==> src/rtl/opl_slot_scheduler.sv <==
// Operator slot sequencer for an OPL2-style FM core: walks NUM_SLOTS slots of
// CYCLES_PER_SLOT pipeline cycles once per sample request, flagging overruns.
module opl_slot_scheduler #(
    parameter int NUM_SLOTS       = 18,
    parameter int CYCLES_PER_SLOT = 4
) (
    input  logic       clk,
    input  logic       reset_n,
    input  logic       clk_en,
    input  logic       sample_clk_en,
    input  logic       clear_overrun,
    output logic       busy,
    output logic [4:0] slot,
    output logic [3:0] stage,
    output logic       slot_start,
    output logic [3:0] channel,
    output logic       op_type,
    output logic       sample_done,
    output logic       overrun
);

    typedef enum logic {IDLE, RUN} state_t;

    localparam logic [4:0] LAST_SLOT  = 5'(NUM_SLOTS - 1);
    localparam logic [3:0] LAST_STAGE = 4'(CYCLES_PER_SLOT - 1);

    state_t     state, state_nx;
    logic [4:0] slot_nx;
    logic [3:0] stage_nx;
    logic       done_nx;
    logic       overrun_nx;
    logic       last_stage;
    logic       last_cycle;

    assign last_stage = (stage == LAST_STAGE);
    assign last_cycle = (state == RUN) && last_stage && (slot == LAST_SLOT);

    always_comb begin
        state_nx   = state;
        slot_nx    = slot;
        stage_nx   = stage;
        done_nx    = 1'b0;
        overrun_nx = overrun;
        if (clk_en) begin
            case (state)
                IDLE: begin
                    if (sample_clk_en) begin
                        state_nx = RUN;
                        slot_nx  = '0;
                        stage_nx = '0;
                    end
                end
                RUN: begin
                    // A request landing on the final cycle restarts immediately.
                    if (last_cycle) begin
                        done_nx  = 1'b1;
                        slot_nx  = '0;
                        stage_nx = '0;
                        state_nx = sample_clk_en ? RUN : IDLE;
                    end else if (last_stage) begin
                        stage_nx = '0;
                        slot_nx  = slot + 5'd1;
                    end else begin
                        stage_nx = stage + 4'd1;
                    end
                end
                default: state_nx = IDLE;
            endcase

            if ((state == RUN) && sample_clk_en && !last_cycle) begin
                overrun_nx = 1'b1;
            end else if (clear_overrun) begin
                overrun_nx = 1'b0;
            end
        end
    end

    always_ff @(posedge clk) begin
        if (!reset_n) begin
            state       <= IDLE;
            slot        <= '0;
            stage       <= '0;
            sample_done <= 1'b0;
            overrun     <= 1'b0;
        end else begin
            state       <= state_nx;
            slot        <= slot_nx;
            stage       <= stage_nx;
            sample_done <= done_nx;
            overrun     <= overrun_nx;
        end
    end

    assign busy       = (state == RUN);
    assign slot_start = busy && (stage == '0);

    // Slots come in groups of six covering three channels: mod ops then carrier ops.
    assign channel = 4'((slot / 5'd6) * 5'd3 + (slot % 5'd3));
    assign op_type = (slot % 5'd6) >= 5'd3;

endmodule

==> config.mk <==
export PLATFORM = sky130hd
export DESIGN_NAME = opl_slot_scheduler
export DESIGN_NICKNAME = d
export VERILOG_FILES = /design/src/rtl/opl_slot_scheduler.sv
export SDC_FILE = /design/constraint.sdc
export NUM_CORES = 1
export LEC_CHECK = 0
export CAP_MARGIN = 20
export CORE_UTILIZATION = 53
export DETAILED_ROUTE_END_ITERATION = 8
export PLACE_DENSITY = 0.78
export SETUP_SLACK_MARGIN = 0.2
export SLEW_MARGIN = 20
export SYNTH_ARGS = -nofsm -noshare
export SYNTH_HDL_FRONTEND = slang
export SYNTH_SLANG_ARGS = --single-unit
==> constraint.sdc <==
create_clock -name clk -period 4.4 [get_ports clk]
set_input_delay 0.88 -clock clk [delete_from_list [all_inputs] [get_ports clk]]
set_output_delay 0.88 -clock clk [all_outputs]
set_load 0.1 [all_outputs]
==> qor_table.md, run 1 <==
| Quantity | This run |
|:---|:---|
| Count of maximum capacitance violations | 0 |
| CTS sink count | 12 |
| I/O Pins | 23 |
| Clk Tree Root Cell | clkbuf_4 |
| CTS Buffer Depth | 2 |
| Clock network latency to the later pin of the worst-skew pair | 280 ps |
| Post-synth top area share | 18.3% |
| Arrival time at the worst endpoint | 3550 ps |
| IO buf count | 22 |
| Final setup vio count | 1 |
| 1st-iter DRT viols | 44 |
| Unrepaired setup endpoints after global routing | yes |
| Post-route DRC | 0 |
| Post-Synthesis Cell Area | 0.00131 mm2 |
| Number of enable-type register cells in the synthesized netlist | 0 |
| Post-placement cell count | 211 |
| Sequential area share after synthesis | 18.3% |
| Kind of start point of the critical path | flop |
| Overall overflow remaining after global route | 0 |
| Instance count of the mapped netlist | 167 |
| Post-DP HPWL | 2210 um |
| Count of buffer and inverter cells on the critical path | 7 |
| Top cell family by delay on the critical path | adder cells |
| Critical path type | reg2out |
| Max Clock Freq | 0.226 GHz |
| Final setup slack of the worst path | -27.6 ps |
| Remaining antenna violation count | 0 |
| Final net count | 225 |
| WL per Instance | 14.6 um |
| Top post-synthesis cells by count | inv_1, nand2_1 |
| Number of antenna violations at the first check in global routing | 0 |
| Commonest register cell after synthesis | dfxtp_1 |
| Final-layout fill cell count | 145 |
| Highest net fanout along the worst path | 9 |
| Power after layout | 230 uW |
| Maximum number of pins on one net before global-route repair | 14 |
| Largest stage delay on the critical path | 540 ps |
| Power density of the placed cells | 124 mW/mm2 |
| Final cell count without fillers | 233 |
| Total placed instance area | 0.00162 mm2 |
| Row cnt | 17 |
| Routability cong. | 0.899 |
| Final period demand of the worst path | 4430 ps |
| Count of TritonRoute iterations in the first routing pass | 4 |
| Ys async rst share | 0% |
| TritonCTS Buffers | 3 |
| Number of synthesized register bits | 12 |
| Initial standard-cell utilization of the core | 57.6% |
| Worst slack on hold paths | 523 ps |
| Violations in the final reports | setup timing |
| Number of warning messages in the yosys log | 0 |
| Ratio of routed vias to standard cells | 5.93 |
| Average footprint of a synthesized cell | 7.84 um2 |
| Setup skew after layout | 4.28 ps |
| Number of slew-limit violations in the final report | 0 |
| GR Util All Layers | 26.9% |
| Area enclosed by the die boundary | 0.00267 mm2 |
| Die Wd | 51.7 um |
| Final Cycle Share | 101% |
| Number of global-route vias before repair | 1293 |
| Syn_nets | 186 |
| H-tree depth | 1 |
| First-pass GRT wire length | 5510 um |
| Final core area utilization | 81.1% |
| Biggest area consumer among synthesized cells | dfxtp_1 |
| TNS Setup | -27.6 ps |
| Worst slack at placement | 72.7 ps |
| List of cells traversed by the critical path | buf_4 > nor2b_4 > inv_1 > ha_4 > o211ai_1 > o21ai_1 > ha_2 > a2111oi_4 > o21ai_2 > inv_2 > fa_1 > inv_1 > ha_1 > inv_1 > fa_2 > clkinvlp_4 > buf_12 |
| Via Count | 1381 |
| P_leak | 0.714 nW |
| Area grow syn2layout | 41.0% |
| Outcome | finished, violations left |
| Most used standard cell by instance count after synthesis | inv_1 |
| Ant. Diodes | 0 |
| Peak supply drop | 193 uV |
| Class of the worst hold path | reg2reg |
| Sum of routed wire length over all layers | 3400 um |
| Die Ht | 51.7 um |
| Share of layout cells above drive strength 1 | 29.8% |
| TritonCTS clock tree | yes |
| Cell repeated most along the worst path | inv_1 |
| Largest cells by area after synthesis | dfxtp_1, ha_1, inv_1 |
| Area of the core | 0.00228 mm2 |
| Required time of the critical path | 3520 ps |
| Worst Max-Slew Pin Slew | 972 ps |
| Number of distinct library cells after synthesis | 49 |
| Tightest slew margin relative to the limit | 35.0% |
| Number of failing hold endpoints at the final stage | 0 |
| Kind of capture point of the worst setup path | output pin |
| Post-CTS clock slew at the launch and capture registers of the worst setup and hold paths | 80 ps |
| Slowest CP cell | fa_2 |
| Area of all placed cells without fillers | 0.00185 mm2 |
==> cell usage in the layout (no fill, tap or decap), types with 3 or more instances in the layout <==
| cell | n |
|---|---|
| buf_4 | 22 |
| clkdlybuf4s50_1 | 17 |
| inv_1 | 16 |
| nand2_1 | 14 |
| a21oi_1 | 10 |
| o21ai_0 | 9 |
| ha_1 | 9 |
| nor2_1 | 8 |
| dfxtp_1 | 7 |
| o21ai_1 | 6 |
| xnor2_1 | 5 |
| dfxtp_4 | 5 |
| nor2b_1 | 4 |
| a21oi_2 | 3 |
| nand2b_1 | 3 |
| o21a_1 | 3 |
| xor2_1 | 3 |
| nand3_1 | 3 |
| clkbuf_4 | 3 |
| buf_12 | 3 |
==> worst register-to-register path, cell delays in order, from the launching register on <==
cell and delay, ps:
dfxtp_1 360, ha_1 220, and4bb_2 240, o21ai_1 410
inv_1 120, nand2_1 110, o21ai_0 70, and2_1 150
==> kinds of logic after synthesis <==
group,share of synthesized area [%]
compound gates,27.4
xor+xnor,6.69
fa+ha+maj,14.5
buf+inv,9.45
flops,18.3
mux,0.764
simple gates,22.8
==> sequential cells by signal, indices dropped and copies added, names as in the netlist <==
register     cells
overrun          1
busy             1
stage            4
sample_done      1
slot             5
==> cell type report <==
| class | instances | area (um2) | area share (%) |
|---|---|---|---|
| clock buffers | 3 | 22.5 | 1.22 |
| clock inverters | 1 | 3.75 | 0.203 |
| inverters | 18 | 71.3 | 3.86 |
| multi-input cells | 129 | 1060 | 57.4 |
| flip-flops and latches | 12 | 259 | 14.0 |
| well taps | 28 | 35.0 | 1.90 |
| repair buffers | 42 | 395 | 21.4 |
==> path summary, 6_finish.rpt <==
kind	from	to	slack, ps	depth (start not counted)
worst max-delay path	slot[3]	channel[2]	-30	17
worst min-delay path	overrun	overrun	520	2
worst max register to register	stage[0]	slot[0]	2610	7
worst min register to register	overrun	overrun	520	2
==> layer usage <==
metal,part of all wire [%],global-route usage (%),vias up
li1,-,-,663
met1,40,30.7,646
met2,52,50.4,63
met3,5.0,2.05,9
met4,2.4,12.2,0
met5,0,0,-
==> power breakdown <==
group	switching [mW]	leakage, nW	internal (mW)	total (mW)
clock network	0.0382	0.0154	0.0329	0.0711
registers	0.00305	0.101	0.108	0.111
logic	0.0334	0.598	0.0149	0.0483
total	0.0746	0.714	0.155	0.230
==> repair_timing <==
item,CTS,global route
pin swaps,3,5
hold buffers,0,0
resized for setup,10,4
gates cloned,0,0
setup buffers,12,6
hold endpoints to repair,0,0
setup endpoints to repair,2,2
(Power assumes the default switching activity.)
==> inputs of run 2 (changes only) <==
==> constraint.sdc (replaced) <==
create_clock -name clk -period 4.4 [get_ports clk]
set_input_delay 0.66 -clock clk [delete_from_list [all_inputs] [get_ports clk]]
set_output_delay 0.66 -clock clk [all_outputs]
set_load 0.1 [all_outputs]
==> run 2 against run 1 <==
Against the previous run: the flow now finishes without violations; cell count is 4.7% higher; sequential power hardly changed; sequential share of layout area is 0.74 points lower; maximum frequency is 3.3% higher; non-clock buffer count is 11 higher; first-iteration DRC count is 25% lower; flip-flop and latch count stayed put; power is 0.89% lower; combinational power hardly changed; via count is 3.3% higher; die area stayed put.
==> qor_table.md, run 2 (same netlist as run 1, synthesis figures left out) <==
| Quantity | This run | vs previous |
|:---|:---|:---|
| Clock network latency to the later pin of the worst-skew pair | 270 ps | about the same |
| Routability cong. | 0.887 | -1.3% |
| Post-route DRC | 0 | unchanged |
| Row cnt | 17 | unchanged |
| Worst slack on hold paths | 509 ps | -14.2 ps |
| Die Wd | 51.7 um | unchanged |
| Most common cell after layout, fill and taps aside | buf_4 |  |
| Post-DP HPWL | 2210 um | +0.14% |
| CTS Buffer Depth | 2 | unchanged |
| Final-layout fill cell count | 133 | -8.3% |
| Final Cycle Share | 97.4% | -3.3 points |
| Slowest CP cell | fa_2 |  |
| Critical path type | reg2out |  |
| Sequential standard cell area | 259 um2 | unchanged |
| Kind of capture point of the worst setup path | output pin |  |
| Peak supply drop | 157 uV | -19% |
| GR Util All Layers | 26.5% | -0.47 points |
| TritonCTS Buffers | 3 | unchanged |
| Number of global-route vias before repair | 1256 | -2.9% |
| CTS sink count | 12 | unchanged |
| Final period demand of the worst path | 4280 ps | -143 ps |
| Remaining antenna violation count | 0 | unchanged |
| Overall overflow remaining after global route | 0 | unchanged |
| List of cells traversed by the critical path | buf_6 > buf_4 > nand2b_1 > o211ai_1 > o21ai_1 > ha_2 > a2111oi_4 > o21ai_2 > inv_2 > fa_1 > inv_1 > ha_2 > inv_2 > fa_2 > clkinvlp_4 > buf_12 |  |
| Max Clock Freq | 0.233 GHz | +3.3% |
| Power density of the placed cells | 117 mW/mm2 | -6.1% |
| Share of layout cells above drive strength 1 | 37.5% | +7.7 points |
| Kind of start point of the critical path | flop |  |
| Multi-input logic area | 0.00109 mm2 | +2.5% |
| Initial standard-cell utilization of the core | 57.6% | unchanged |
| Required time of the critical path | 3740 ps | +220 ps |
| 1st-iter DRT viols | 33 | -25% |
| TritonCTS clock tree | yes |  |
| Final net count | 236 | +4.9% |
| Arrival time at the worst endpoint | 3620 ps | +70 ps |
| Number of slew-limit violations in the final report | 0 | unchanged |
| Post-CTS clock slew at the launch and capture registers of the worst setup and hold paths | 80 ps | about the same |
| Ant. Diodes | 0 | unchanged |
| Setup skew after layout | 3.83 ps | -0.446 ps |
| IO buf count | 22 | unchanged |
| Largest stage delay on the critical path | 560 ps | +20 ps |
| P_leak | 0.764 nW | +6.9% |
| Area enclosed by the die boundary | 0.00267 mm2 | unchanged |
| Number of buffers inserted for hold repair after clock tree synthesis | 0 | unchanged |
| Highest net fanout along the worst path | 6 | -3 |
| Via Count | 1426 | +3.3% |
| I/O Pins | 23 | unchanged |
| Ratio of routed vias to standard cells | 5.84 | -1.4% |
| Outcome | finished clean |  |
| WL per Instance | 15.8 um | +8.4% |
| Sum of routed wire length over all layers | 3860 um | +14% |
| Tightest slew margin relative to the limit | 32.4% | -2.6 points |
| Largest registers ranked by flip-flop count | slot x5, stage x4 |  |
| Die Ht | 51.7 um | unchanged |
| H-tree depth | 1 | unchanged |
| Area grow syn2layout | 48.8% |  |
| Number of flip-flops under the largest register name | 5 | unchanged |
| Final setup vio count | 0 | -1 |
| Maximum number of pins on one net before global-route repair | 18 | +4 |
| Count of maximum capacitance violations | 0 | unchanged |
| Class of the worst hold path | reg2reg |  |
| Largest register by flop count | slot |  |
| Unrepaired setup endpoints after global routing | yes |  |
| First-pass GRT wire length | 5320 um | -3.4% |
| TNS Setup | 0 ps | +27.6 ps |
| Clk Tree Root Cell | clkbuf_4 |  |
| Number of failing hold endpoints at the final stage | 0 | unchanged |
| Worst Max-Slew Pin Slew | 1010 ps | +38.9 ps |
| Number of antenna violations at the first check in global routing | 0 | unchanged |
| Highest-count cells in the layout ignoring fill and taps | buf_4, clkdlybuf4s50_1, nand2_1 |  |
| Area of the core | 0.00228 mm2 | unchanged |
| Count of TritonRoute iterations in the first routing pass | 4 | unchanged |
run 2: cell types whose count changed in the layout (fill, tap and decap cells not counted), sizes merged:
cell  before  now
buf       25   36
run 2: final cells by class:
class	instances	share of cell area, %
timing repair buffer	53	24.1
multi-input combinational	129	55.7
clock buffer	3	1.16
inverter	18	3.79
tap	28	1.80
clock inverter	1	0.193
sequential	12	13.3
run 2: where the power goes:
part           switching [mW]  internal, mW
clock                  0.0361        0.0328
sequential            0.00310         0.108
combinational          0.0332        0.0152
run 2: layer usage:
metal | GRT usage [%] | up-vias | routed length (um)
li1 | - | 687 | -
met1 | 28.9 | 672 | 1630
met2 | 49.8 | 59 | 1990
met3 | 1.17 | 8 | 148
met4 | 15.8 | 0 | 94
met5 | 0 | - | 0
run 2: what timing repair did:
| item | CTS | global route |
|---|---|---|
| pin swaps | 2 | 9 |
| endpoints found under the hold margin | 0 | 0 |
| resized for setup | 9 | 16 |
| setup endpoints to repair | 2 | 2 |
| setup buffers | 13 | 18 |
run 2: worst max-delay path: cells and delay by family, from the launching register on:
kind,cells,cell delay (ps)
and+or+nand+nor,1,110
AOI/OAI and AO/OA,4,760
adders and majority gates,4,1360
buffers and inverters,7,720
DFF,1,420
run 2: metrics by stage:
step / cell area, um2 / power (mW) / setup slack, ps / utilization (%) / std cells
after floorplan: 1390 / 0.147 / 42.4 / - / 167
after global placement: 1590 / 0.160 / 337 / 69.9 / 209
after detailed placement: 1590 / 0.160 / 229 / 69.9 / 209
after CTS: 1750 / 0.230 / 111 / 77.0 / 226
after global routing: 1950 / 0.237 / -40.6 / 85.7 / 244
final: 1950 / 0.228 / 116 / 85.7 / 244
run 2: final timing paths:
check / from / end / slack [ps] / depth (start not counted)
setup / recovery: slot[3] / channel[2] / 120 / 16
hold / removal: stage[0] / stage[0] / 510 / 2
setup reg to reg: stage[0] / slot[3] / 2570 / 7
hold reg to reg: stage[0] / stage[0] / 510 / 2
